===== src/rtl/stream_upsizer_pkg.sv =====
// Shared stream utilities used by the width-conversion blocks.
// Provides the index-width helper used to size lane counters.
package stream_upsizer_pkg;

    // Bits needed to hold an index 0..n-1; never less than one bit.
    function automatic int lane_width(input int n);
        int w;
        w = 1;
        for (int i = 1; i < 31; i++) begin
            if ((1 << w) < n) begin
                w = i + 1;
            end
        end
        return w;
    endfunction

endpackage


===== src/rtl/stream_upsizer.sv =====
// Narrow-to-wide stream packer: collects RATIO narrow beats, little-endian,
// into one wide word and holds it under AXI-Stream valid/ready rules.
// Optional feature macro: STREAM_UPSIZER_LAST_EN adds in_last/out_last/out_keep
// so a packet end can close a word early at any lane.
module stream_upsizer
    import stream_upsizer_pkg::*;
#(
    parameter int IN_WIDTH = 8,
    parameter int RATIO    = 4
) (
    input  logic                      clk,
    input  logic                      reset,
    input  logic [IN_WIDTH-1:0]       in_data,
    input  logic                      in_valid,
    output logic                      in_ready,
`ifdef STREAM_UPSIZER_LAST_EN
    input  logic                      in_last,
    output logic                      out_last,
    output logic [RATIO-1:0]          out_keep,
`endif
    output logic [IN_WIDTH*RATIO-1:0] out_data,
    output logic                      out_valid,
    input  logic                      out_ready
);

    localparam int OUT_WIDTH = IN_WIDTH * RATIO;
    localparam int LANE_W    = lane_width(RATIO);
    localparam logic [LANE_W-1:0] LAST_LANE = LANE_W'(RATIO - 1);

    logic [LANE_W-1:0]    lane;
    logic [OUT_WIDTH-1:0] acc;
    logic [OUT_WIDTH-1:0] merged;
    logic [RATIO-1:0]     keep_next;
    logic [31:0]          lane_base;
    logic                 end_lane;
    logic                 accept;
    logic                 complete;

    // The beat arriving now closes the word at the last lane, or early on a
    // packet end when that feature is built in.
`ifdef STREAM_UPSIZER_LAST_EN
    assign end_lane = (lane == LAST_LANE) || in_last;
`else
    assign end_lane = (lane == LAST_LANE);
`endif

    // Only a completing beat needs the output register, so that is the only
    // beat ever stalled; in_valid is deliberately kept out of this path.
    assign in_ready  = !reset && !(end_lane && out_valid && !out_ready);
    assign accept    = in_valid && in_ready;
    assign complete  = accept && end_lane;
    assign lane_base = 32'(lane) * 32'(IN_WIDTH);

    // Wide word as it would look with the current beat dropped into its lane;
    // lanes above the current one are always zero in the accumulator.
    always_comb begin
        merged = acc;
        merged[lane_base +: IN_WIDTH] = in_data;
        keep_next = '0;
        for (int k = 0; k < RATIO; k++) begin
            keep_next[k] = (LANE_W'(k) <= lane);
        end
    end

    // Lane counter and accumulator; cleared on completion so the next word
    // starts at lane 0 with empty upper lanes.
    always_ff @(posedge clk or posedge reset) begin
        if (reset) begin
            lane <= '0;
            acc  <= '0;
        end else if (accept) begin
            if (complete) begin
                lane <= '0;
                acc  <= '0;
            end else begin
                lane <= lane + 1'b1;
                acc[lane_base +: IN_WIDTH] <= in_data;
            end
        end
    end

    // Output register: a completing beat loads a new word (even while the old
    // one is being taken), otherwise the word holds until out_ready.
    always_ff @(posedge clk or posedge reset) begin
        if (reset) begin
            out_data  <= '0;
            out_valid <= 1'b0;
`ifdef STREAM_UPSIZER_LAST_EN
            out_last  <= 1'b0;
            out_keep  <= '0;
`endif
        end else if (complete) begin
            out_data  <= merged;
            out_valid <= 1'b1;
`ifdef STREAM_UPSIZER_LAST_EN
            out_last  <= in_last;
            out_keep  <= keep_next;
`endif
        end else if (out_ready) begin
            out_valid <= 1'b0;
        end
    end

`ifndef STREAM_UPSIZER_LAST_EN
    logic unused_keep;
    assign unused_keep = ^keep_next;
`endif

endmodule


===== config.mk =====
export PLATFORM = sky130hd
export DESIGN_NAME = stream_upsizer
export DESIGN_NICKNAME = d
export VERILOG_FILES = /design/src/rtl/stream_upsizer_pkg.sv /design/src/rtl/stream_upsizer.sv
export SDC_FILE = /design/constraint.sdc
export NUM_CORES = 1
export LEC_CHECK = 0
export CORE_MARGIN = 1.5
export CORE_UTILIZATION = 40
export CTS_BUF_LIST = sky130_fd_sc_hd__clkbuf_16
export DETAILED_ROUTE_END_ITERATION = 16
export HOLD_SLACK_MARGIN = 0.15
export PLACE_DENSITY = 0.66
export SLEW_MARGIN = 20
export SYNTH_ARGS = -nofsm -noshare
export SYNTH_HDL_FRONTEND = slang
export SYNTH_SLANG_ARGS = --single-unit

===== constraint.sdc =====
create_clock -name clk -period 3.1 [get_ports clk]
set_input_delay 0.465 -clock clk [delete_from_list [all_inputs] [get_ports clk]]
set_output_delay 0.465 -clock clk [all_outputs]
set_load 0.005 [all_outputs]

==> results_dict.tcl <==
set metrics [dict create \
    status "complete, no violations" \
    syn_area_mm2 0.00276 \
    p_leak_nw 1.55 \
    whs_endpoint "acc[13]$_DFFE_PP0N_" \
    cts-buffers-inserted 9 \
    synth_ff_type "dfrtp_1" \
    place.gp.congestion 0.744 \
    fillCellCount 568 \
    min_from "acc[13]$_DFFE_PP0N_" \
    multi_input_area_mm2 0.00115 \
    wirelength_mm 6.81 \
    grt_max_degree 34 \
    critPathMaxStageDelay_ns 0.51 \
    cts_root_buf "clkbuf_16" \
    hold_class "register to register" \
    final.min_clock_period_ns 2.32 \
    synth_nets 274 \
    crit_chain "ha_1 > a21oi_1 > clkdlybuf4s50_1" \
    avgSynthCellArea_um2 10.7 \
    setup_viol_count_final 0 \
    fp.dieW_um 86.0 \
    ant_nets 0 \
    io_pins 46 \
    wl_per_cell_um 17.6 \
    synthToLayoutAreaGrowth_pct 30.4 \
    ys_types 30 \
    drtIter0Drc 134 \
    yosysSeqAreaShare_pct 53.6 \
    slowest_stage "clkdlybuf4s50_1" \
    critPathRequiredTime_ns 2.63 \
    maxSlewViolCount 0 \
    initial_core_util_pct 41.0 \
    grtUsageTotal_pct 19.6 \
    fp.dieArea_mm2 0.00740 \
    cp_top_family "buffers and inverters" \
    max_freq_mhz 431 \
    drc 0 \
    io_buffers 45 \
    rr_worst_depth 6 \
    startpoint_type "register" \
    dpl_cell_area_mm2 0.00326 \
    dr.pass1.iters 4 \
    hold_buffers 0 \
    synthCells 257 \
    core_mm2 0.00672 \
    path_class "register to primary output" \
    ff2ff_setup_slack_ns 0.85 \
    grt_pass1_wl_mm 11.0 \
    first_global_vias 2191 \
    final_nets 318 \
    critPathMaxFanout 9 \
    ys_ff_latch 59 \
    cts_setup_buffers 0 \
    worstMarginPinSlew_ns 0.680 \
    cts_max_level 3 \
    clockBufferDepth 2 \
    irDropWorstVdd_mv 0.458 \
    drive_gt1_share_pct 9.80 \
    ff_latch_area_mm2 0.00148 \
    timing.rr.end "acc[3]$_DFFE_PP0N_" \
    place_hpwl_mm 4.39 \
    hold_violations 0 \
    antenna_found_initial 0 \
    rr_startpoint "lane[0]$_DFFE_PP0N_" \
    final.period_utilization_pct 74.8 \
    clkTransAtPathRegs_ns 0.05 \
    cts_tree "yes" \
    end_kind "primary output" \
    design_area_mm2 0.00359 \
    drv_cap 0 \
    cp_num_buf_inv 1 \
    setup_tns_ns 0 \
    worstHoldPathCells 1 \
    relSlewSlack_pct 54.5 \
    rows 30 \
    critPathArrivalTime_ns 1.85 \
    ys_warn_count 0 \
    clock_sinks 59 \
    overflow 0 \
    synth_edf_count 0 \
    final_util_pct 53.5 \
    fin_skew_ns 0.00591 \
    clock_latency_ns 0.32 \
    rsz0062_at_grt "false" \
    viasPerCell 5.66 \
    synthArstFlopShare_pct 100 \
    die_height_um 86.0 \
    p_per_area_mw_per_mm2 933 \
    cts-resized-gates 0 \
    vias 2184 \
    diodes 0 \
]
-- final cells by class --
class | count | share of cell area (%)
clock buffers | 9 | 6.27
clock inverters | 7 | 2.99
inverters | 3 | 0.313
multi-input cells | 175 | 32.0
flip-flops and latches | 59 | 41.1
well taps | 80 | 2.79
repair buffers | 53 | 14.6
-- Yosys cell counts (all sizes together) (2+ instances only) --
cell / count / share of area [%]
mux2: 2 / 0.82
a22o: 24 / 7.6
buf: 15 / 3.6
and3: 3 / 0.86
nor3b: 2 / 1.1
a31oi: 16 / 3.6
dfrtp: 59 / 54
ha: 5 / 2.3
nand3: 7 / 1.3
clkbuf: 5 / 0.68
inv: 3 / 0.41
and3b: 2 / 0.64
nor2b: 20 / 4.5
nand2b: 9 / 2.0
nand2: 10 / 1.4
nand3b: 2 / 0.54
o211ai: 3 / 0.82
o21ai: 14 / 2.5
a21oi: 49 / 8.9
-- power breakdown --
group	switching (W)	internal (W)
clock	0.000340	0.000775
combinational	0.000473	0.000597
sequential	0.000144	0.00102
total	0.000957	0.00240
-- metal layers --
metal / up-vias / global-route usage [%] / share of wire, %
met4: 0 / 9.38 / 1.5
met5: - / 0 / 0
met1: 1064 / 27.6 / 47
li1: 1036 / - / -
met2: 75 / 28.6 / 44
met3: 9 / 4.23 / 6.7
-- how the worst max path moves through the flow --
| stage | startpoint | endpoint | slack (ns) | depth (start not counted) |
|---|---|---|---|---|
| after floorplan | lane[0]$_DFFE_PP0N_ | acc[11]$_DFFE_PP0N_ | 1.16 | 7 |
| after global placement | out_ready | in_ready | 0.83 | 5 |
| after detailed placement | out_ready | in_ready | 0.82 | 5 |
| after CTS | lane[0]$_DFFE_PP0N_ | in_ready | 0.80 | 3 |
| after global routing | lane[0]$_DFFE_PP0N_ | acc[4]$_DFFE_PP0N_ | 0.66 | 6 |
| final | lane[0]$_DFFE_PP0N_ | in_ready | 0.78 | 3 |
-- state kept, by name (all words and copies together), names as in the netlist --
name	cells
out_valid	1
lane	2
acc	24
out_data	32
-- cell usage in the layout (no fill, tap or decap) --
cell	Yosys	routed
nor3b_2	1	1
and3_4	1	1
nor4b_4	1	1
and2_1	1	1
nor2_2	1	1
buf_4	2	7
ha_1	5	5
clkinv_1	0	1
nand3_1	7	7
and4bb_1	1	1
a32o_1	1	1
a31oi_1	16	16
inv_2	0	1
nand2_1	10	10
and3b_1	2	2
and3_1	2	2
mux2_2	2	2
o211ai_1	3	3
nand4_1	1	1
clkdlybuf4s50_1	0	45
a21oi_1	49	49
o21ai_0	14	14
buf_12	0	1
nand3b_1	2	2
clkbuf_16	0	9
bufinv_16	0	3
a22o_1	24	24
nor4bb_1	1	1
nor2b_1	20	20
nand2b_1	9	9
inv_1	3	3
dfrtp_1	59	59
nor3b_4	1	1
clkinv_2	0	2
-- cell families after synthesis --
family,after synthesis,share of synthesized area (%)
buf+inv,23,4.68
compound gates,107,23.9
simple gates,61,14.8
fa+ha+maj,5,2.27
flops,59,53.6
mux,2,0.817
-- metrics by stage --
stage / instances / hold WS, ns / worst slack, ns / total power, W
after CTS: 386 / 0.494 / 0.798 / 0.00337
after detailed placement: 370 / 0.478 / 0.820 / 0.00225
after floorplan: 257 / 0.458 / 1.16 / 0.00172
after global routing: 386 / 0.516 / 0.663 / 0.00355
after global placement: 370 / 0.475 / 0.828 / 0.00223
final: 386 / 0.489 / 0.781 / 0.00335
Power figures use the tool's default switching activity.
